## config.mk

```make
export PLATFORM = sky130hd
export DESIGN_NAME = pipeline_hazard_ctrl
export DESIGN_NICKNAME = d
export VERILOG_FILES = /design/src/rtl/pipeline_hazard_ctrl.sv
export SDC_FILE = /design/constraint.sdc
export NUM_CORES = 1
export LEC_CHECK = 0
export CORE_MARGIN = 2
export CORE_UTILIZATION = 27
export CTS_BUF_LIST = sky130_fd_sc_hd__clkbuf_16
export DETAILED_ROUTE_END_ITERATION = 10
export HOLD_SLACK_MARGIN = 0.06
export PLACE_DENSITY = 0.46
export REMOVE_ABC_BUFFERS = 1
export SKIP_CTS_REPAIR_TIMING = 1
export SYNTH_ARGS = -nofsm -noshare
export SYNTH_HDL_FRONTEND = slang
export SYNTH_SLANG_ARGS = --single-unit
```

## constraint.sdc

```tcl
create_clock -name clk -period 2.4 [get_ports clk]
set_input_delay 0.48 -clock clk [delete_from_list [all_inputs] [get_ports clk]]
set_output_delay 0.48 -clock clk [all_outputs]
set_load 0.02 [all_outputs]
```

## src/rtl/pipeline_hazard_ctrl.sv

```systemverilog
// ============================================================================
//  Module   : pipeline_hazard_ctrl
//  Brief    : Stall/flush sequencer for a 5-stage pipeline. It handles
//             load-use hazards, taken branches, data-memory waits with a
//             timeout, and a pipe-clearing window after reset.
//  Revision : 1.0
// ============================================================================
`default_nettype none

module pipeline_hazard_ctrl #(
  parameter int RESET_CYCLES = 2,
  parameter int MEM_TIMEOUT  = 16
) (
  input  logic        clk,
  input  logic        reset,
  input  logic [4:0]  id_rs,
  input  logic [4:0]  id_rt,
  input  logic        ex_mem_read,
  input  logic [4:0]  ex_rt,
  input  logic        branch_taken,
  input  logic        dm_req,
  input  logic        dm_ready,
  output logic        pc_en,
  output logic        if_id_en,
  output logic        if_id_flush,
  output logic        id_ex_en,
  output logic        id_ex_flush,
  output logic        ex_dm_en,
  output logic        dm_wb_en,
  output logic        dm_wb_bubble,
  output logic        mem_timeout_err,
  output logic [15:0] stall_count
);

  typedef enum logic [1:0] {
    S_HOLD     = 2'd0,
    S_RUN      = 2'd1,
    S_MEM_WAIT = 2'd2,
    S_ERROR    = 2'd3
  } state_t;

  localparam logic [3:0]  C_HOLD_INIT = 4'(RESET_CYCLES);
  localparam logic [7:0]  C_TIMEOUT   = 8'(MEM_TIMEOUT);
  localparam logic [15:0] C_COUNT_MAX = 16'hFFFF;

  state_t      state_q, state_d;
  logic [3:0]  hold_cnt_q, hold_cnt_d;
  logic [7:0]  wait_cnt_q, wait_cnt_d;
  logic [15:0] stall_count_q, stall_count_d;

  logic w_mem_stall;
  logic w_load_use;
  logic w_run_eval;
  logic w_freeze;

  assign w_mem_stall = dm_req & ~dm_ready;
  assign w_load_use  = ex_mem_read && (ex_rt != 5'd0) &&
                       ((ex_rt == id_rs) || (ex_rt == id_rt));

  always_ff @(posedge clk or posedge reset) begin
    if (reset) begin
      state_q       <= S_HOLD;
      hold_cnt_q    <= C_HOLD_INIT;
      wait_cnt_q    <= 8'd0;
      stall_count_q <= 16'd0;
    end else begin
      state_q       <= state_d;
      hold_cnt_q    <= hold_cnt_d;
      wait_cnt_q    <= wait_cnt_d;
      stall_count_q <= stall_count_d;
    end
  end

  always_comb begin
    state_d         = state_q;
    hold_cnt_d      = hold_cnt_q;
    wait_cnt_d      = wait_cnt_q;
    stall_count_d   = stall_count_q;
    w_run_eval      = 1'b0;
    w_freeze        = 1'b0;
    pc_en           = 1'b0;
    if_id_en        = 1'b0;
    if_id_flush     = 1'b0;
    id_ex_en        = 1'b0;
    id_ex_flush     = 1'b0;
    ex_dm_en        = 1'b0;
    dm_wb_en        = 1'b0;
    dm_wb_bubble    = 1'b0;
    mem_timeout_err = 1'b0;

    case (state_q)
      S_HOLD: begin
        if_id_en     = 1'b1;
        id_ex_en     = 1'b1;
        ex_dm_en     = 1'b1;
        dm_wb_en     = 1'b1;
        if_id_flush  = 1'b1;
        id_ex_flush  = 1'b1;
        dm_wb_bubble = 1'b1;
        hold_cnt_d   = hold_cnt_q - 4'd1;
        if (hold_cnt_q == 4'd1) begin
          state_d = S_RUN;
        end
      end
      S_RUN: begin
        if (w_mem_stall) begin
          w_freeze   = 1'b1;
          state_d    = S_MEM_WAIT;
          wait_cnt_d = 8'd1;
        end else begin
          w_run_eval = 1'b1;
        end
      end
      S_MEM_WAIT: begin
        // dm_req is not consulted here: only dm_ready ends the wait.
        if (dm_ready) begin
          w_run_eval = 1'b1;
          state_d    = S_RUN;
          wait_cnt_d = 8'd0;
        end else begin
          w_freeze   = 1'b1;
          wait_cnt_d = wait_cnt_q + 8'd1;
          if (wait_cnt_q == C_TIMEOUT) begin
            state_d = S_ERROR;
          end
        end
      end
      default: begin
        mem_timeout_err = 1'b1;
      end
    endcase

    if (w_freeze) begin
      dm_wb_en     = 1'b1;
      dm_wb_bubble = 1'b1;
    end

    if (w_run_eval) begin
      pc_en    = 1'b1;
      if_id_en = 1'b1;
      id_ex_en = 1'b1;
      ex_dm_en = 1'b1;
      dm_wb_en = 1'b1;
      // A taken branch squashes the consumer, so a same-cycle load-use is moot.
      if (branch_taken) begin
        if_id_flush = 1'b1;
        id_ex_flush = 1'b1;
      end else if (w_load_use) begin
        pc_en       = 1'b0;
        if_id_en    = 1'b0;
        id_ex_flush = 1'b1;
      end
    end

    if (((state_q == S_RUN) || (state_q == S_MEM_WAIT)) && !pc_en &&
        (stall_count_q != C_COUNT_MAX)) begin
      stall_count_d = stall_count_q + 16'd1;
    end
  end

  assign stall_count = stall_count_q;

endmodule

`default_nettype wire
```

Word-level counts from Yosys, hierarchy flattened
Index checks and enable logic that the tools add are counted.
- add/subtract/negate cells: 3
- $mul: 0
- div/mod/pow operators: 0
- order comparisons: 0
- equal/unequal tests: 10
- shift-type cells: 0
- multiplexer cells: 28
- bitwise logic cells: 2
- reductions and logical operators: 14
- operator list (cell ; number):
    1-bit 2-to-1 mux ; 18
    16-bit by 1-bit adder with 16-bit output (second input constant) ; 1
    8-bit 2-to-1 mux ; 2
    16-bit inequality test (second input constant) ; 1
    8-bit one-hot mux with 2 select lines ; 1
    5-bit equality test ; 2
    8-bit by 1-bit adder with 8-bit output (second input constant) ; 1
    8-bit by 5-bit equality test with 1-bit output (second input constant) ; 1
    2-bit 2-to-1 mux ; 4
    2-bit one-hot mux with 3 select lines ; 1
    5-bit nonzero test ; 1
    4-bit by 1-bit equality test with 1-bit output (second input constant) ; 1
    1-bit logical AND ; 4
    2-bit inequality test (second input constant) ; 2
    1-bit one-hot mux with 2 select lines ; 2
    4-bit AND reduction ; 1
    4-bit by 1-bit subtractor with 4-bit output (second input constant) ; 1
    3-bit inequality test (second input constant) ; 1
    3-bit nonzero test ; 1
    3-bit OR reduction ; 1
    2-bit by 1-bit equality test with 1-bit output (second input constant) ; 1
    2-bit equality test (second input constant) ; 1
    2-bit zero test ; 1
    1-bit logical OR ; 2
    5 further kinds ; 5
- bits in registers: 30
- latch bits: 0
- bits in writable memories: 0
- ROM bits: 0
- bits of input ports: 21
- output and inout bits: 25
- word-level logic and storage cells: 61
- memories: 0

Logic depth before layout (Yosys ltp)
- depth in word-level cells: 9
- mapped depth: 8
- mapped depth without buffers: 8

Worst setup path after synthesis
Ideal clock, no wire load.
- kind: register to output
- start point: register state_q[0]
- end point: output port id_ex_flush
- data arrival time: 1.687 ns
- data required time: 1.920 ns
- slack: 0.233 ns
- stages on the path, launching flop included: 6
- path buffers: 0
- cell sequence: dfrtp_1 -> inv_1 -> ha_1 -> a21boi_0 -> a21o_1 -> o21bai_1
- cells in the longest elaborated chain, start to end: 5
- elaborated cells between the ends (all ways): 8
- classes of those cells: eq/ne (2); mux (5); reduce/logical (1)
- RTL lines (item ; RTL line ; text):
    start: declaration ; 46 ; state_t state_q, state_d;
    start signal: assignment ; 67 ; state_q <= state_d;
    2-bit zero test ; 91 ; case (state_q)
    1-bit 2-to-1 mux ; 91 ;
    1-bit 2-to-1 mux ; 148 ; end else if (w_load_use) begin
    1-bit 2-to-1 mux ; 145 ; if (branch_taken) begin
    1-bit 2-to-1 mux (*) ; 138 ; if (w_run_eval) begin
    end: declaration ; 27 ; output logic id_ex_flush,
Every way passes the cells marked *; elsewhere a longest branch is shown, timed or not.

Worst setup path in the final report
Same ends and word-level chain as after synthesis.

==> results.ini <==
[critical_path]
end_kind=output port
worstPathRequired_ps=1920
crit_type=reg2out
worstPathArrival_ps=1870
cp-start-kind=flip-flop
rrSetupSlack_ps=290
cp_max_fo=4

[route]
postRouteAntennaNets=0
dr_total_vias=1718
wire_per_inst_um=12.4
drc_errors=0
wl_mm=4.60
viasPerCell=4.64
drtIter0Drc=70
first_pass_iters=4

[synthesis]
syn_inst=205
synth_warnings=0
yosys_most_used_dff=dfrtp_1
ys_types=34
syn-cell-area_sq_mm=0.00186
syn_area_per_cell_sq_um=9.06
synthArstFlopShare_pct=100
ys_ff_latch=30
yosysSeqAreaShare_pct=40.5
synth-edff-count=0

[sta]
max_slew_margin_pct=69.1
slew_violations=0
whs_ps=472
setup_viol=0
tightestPinTransition_ps=458
fmax_mhz=426
min_period_ps=2350
rsz0062_at_grt=true
final_hold_viol_count=0
finalCritPeriodShare_pct=97.8
skew_ps=2.59

[place]
dp_cells=360
port_buffers=45
place_congestion=0.743
place_hpwl_mm=3.36

[final_layout]
stdcell_count=370
synthToLayoutAreaGrowth_pct=57.8
drive_above_1_share_pct=21.0
antennaDiodeCount=0
nNetsFinal=321
final_util_pct=43.6
n_fill_cell=669

[die]
rows=30
io_pins=46
die-height_um=86.9
dieWidth_um=86.9
die-area_sq_mm=0.00756
initial_core_util_pct=27.6
core_sq_mm=0.00672

[clock_network]
cts_tree=done
cts_sinks=30
htree_num_levels=2
cts_made_buffers=5
root_buffer=clkbuf_16
clock_path_buffers=2
clk_pin_slew_ps=50
clock_latency_ps=270

[job]
cap_viol_max_count=0

[outcome]
status=completed

[power_and_ir_drop]
vdd_ir_drop_max_v=0.000232
power.density_mw_per_mm2=483
p_leak_nw=1.49

[global_routing]
grt_pass1_vias=1629
track_usage_pct=12.7
antenna_found_initial=0
grt.overflow.total=0
grt_pass1_wl_mm=7.58
grt_max_degree=31

[worst_hold_path]
hp-class=reg2reg

[final cells by class]
type                       count  area [sq um]  area share, %
clock buffer                   5           125           4.27
clock inverter                 3          63.8           2.18
inverter                      14          52.6           1.79
multi-input combinational    157          1080           36.9
sequential                    30           752           25.7
tap                           80           100           3.42
timing repair buffer          81           754           25.7
[power by group]
part / internal [mW] / switching (mW) / total, mW / leakage [nW]
clock network: 0.591 / 0.225 / 0.815 / 0.0915
logic: 0.0552 / 0.0370 / 0.0922 / 1.00
registers: 0.506 / 0 / 0.506 / 0.395
[placed cells by master, fill, tap and decap left out, types with 2 or more instances in the layout]
master           netlist  routed
inv_2                  0       2
dfrtp_1               29      29
and3_1                 3       3
nor2b_1                3       3
dlymetal6s2s_1         0      15
inv_1                 14      12
o21ai_0               18      17
nor4b_1                2       2
nand2b_1               3       3
clkbuf_16              0       5
nand3_1               10      10
nor3_1                 3       3
xnor2_1               14      12
xnor2_2                0       2
o21bai_1               2       2
nand4_1                7       7
ha_1                  11       9
nor4_1                 3       2
a31oi_1                3       3
nor2_1                22      21
clkdlybuf4s50_1        0      27
o211ai_1               2       2
a21boi_0               2       2
bufinv_16              0       2
a21oi_1                8       8
nand2_1               17      17
buf_4                  1      38
xor2_1                14      14
[worst paths after layout]
path                                           start                           to  depth (start not counted)
max                           state_q[0]$_DFFE_PP0P_                  id_ex_flush                          7
min                        hold_cnt_q[3]$_DFFE_PP0P_    hold_cnt_q[3]$_DFFE_PP0P_                          1
max reg2reg                   state_q[1]$_DFFE_PP0P_  stall_count[11]$_DFFE_PP0P_                         10
min reg2reg                hold_cnt_q[3]$_DFFE_PP0P_    hold_cnt_q[3]$_DFFE_PP0P_                          1
max in group asynchronous                      reset    hold_cnt_q[1]$_DFFE_PP1P_                          3
min in group asynchronous                      reset    wait_cnt_q[3]$_DFFE_PP0P_                          3
[logic make-up after synthesis]
group                      share of synthesized area (%)
DFF                                                 40.5
muxes                                               1.35
AOI/OAI and AO/OA                                   13.3
adders and majority gates                           7.41
xor gates and xnor gates                            13.2
and+or+nand+nor                                     20.4
buffers and inverters                               3.84
[metrics by stage]
stage | setup slack (ps) | area (sq um) | total power, mW | setup TNS, ps
finish | 52.2 | 2930 | 1.41 | 0
global route | -31.6 | 2930 | 1.47 | -56.7
CTS | -607 | 2830 | 1.43 | -3070
detailed placement | -603 | 2640 | 0.603 | -5060
global placement | -585 | 2640 | 0.603 | -5010
floorplan | 233 | 1840 | 0.545 | 0
[Yosys cell counts, types with 2 or more instances]
cell type | number | share of area (%)
inv_1 | 14 | 2.8
nor4b_1 | 2 | 0.94
nor3_1 | 3 | 0.81
nor2b_1 | 3 | 1.0
xor2_1 | 14 | 6.6
a21boi_0 | 2 | 0.81
xnor2_1 | 14 | 6.6
nand3_1 | 10 | 2.7
nor2_1 | 22 | 4.4
nand2_1 | 17 | 3.4
ha_1 | 11 | 7.4
o21ai_0 | 18 | 4.9
nor4_1 | 3 | 1.0
nand2b_1 | 3 | 1.0
a21oi_1 | 8 | 2.2
nand4_1 | 7 | 2.4
a31oi_1 | 3 | 1.0
clkbuf_1 | 3 | 0.61
o21bai_1 | 2 | 0.81
o211ai_1 | 2 | 0.81
dfrtp_1 | 29 | 39
and3_1 | 3 | 1.0
[metal layers]
layer  global-route usage, %  vias up  routed length (um)  part of all wire, %
met5                       0        -                   0                    0
met3                    3.03        7                 248                  5.4
met1                    17.2      798                2240                   49
met2                    19.7       38                2030                   44
li1                        -      875                   -                    -
met4                    4.69        0                  80                  1.7
[flip-flops by register name, summed over array words and instances (netlist names)]
register	flops
stall_count	16
wait_cnt_q	8
hold_cnt_q	4
state_q	2
[critical path, stage by stage, from the launching register on]
cell and delay [ps]:
dfrtp_1 420, ha_1 260, o21ai_2 170, a21boi_0 100, buf_4 150, a21o_1 180
o21bai_1 150, buf_4 160
Power figures use the tool's default switching activity.
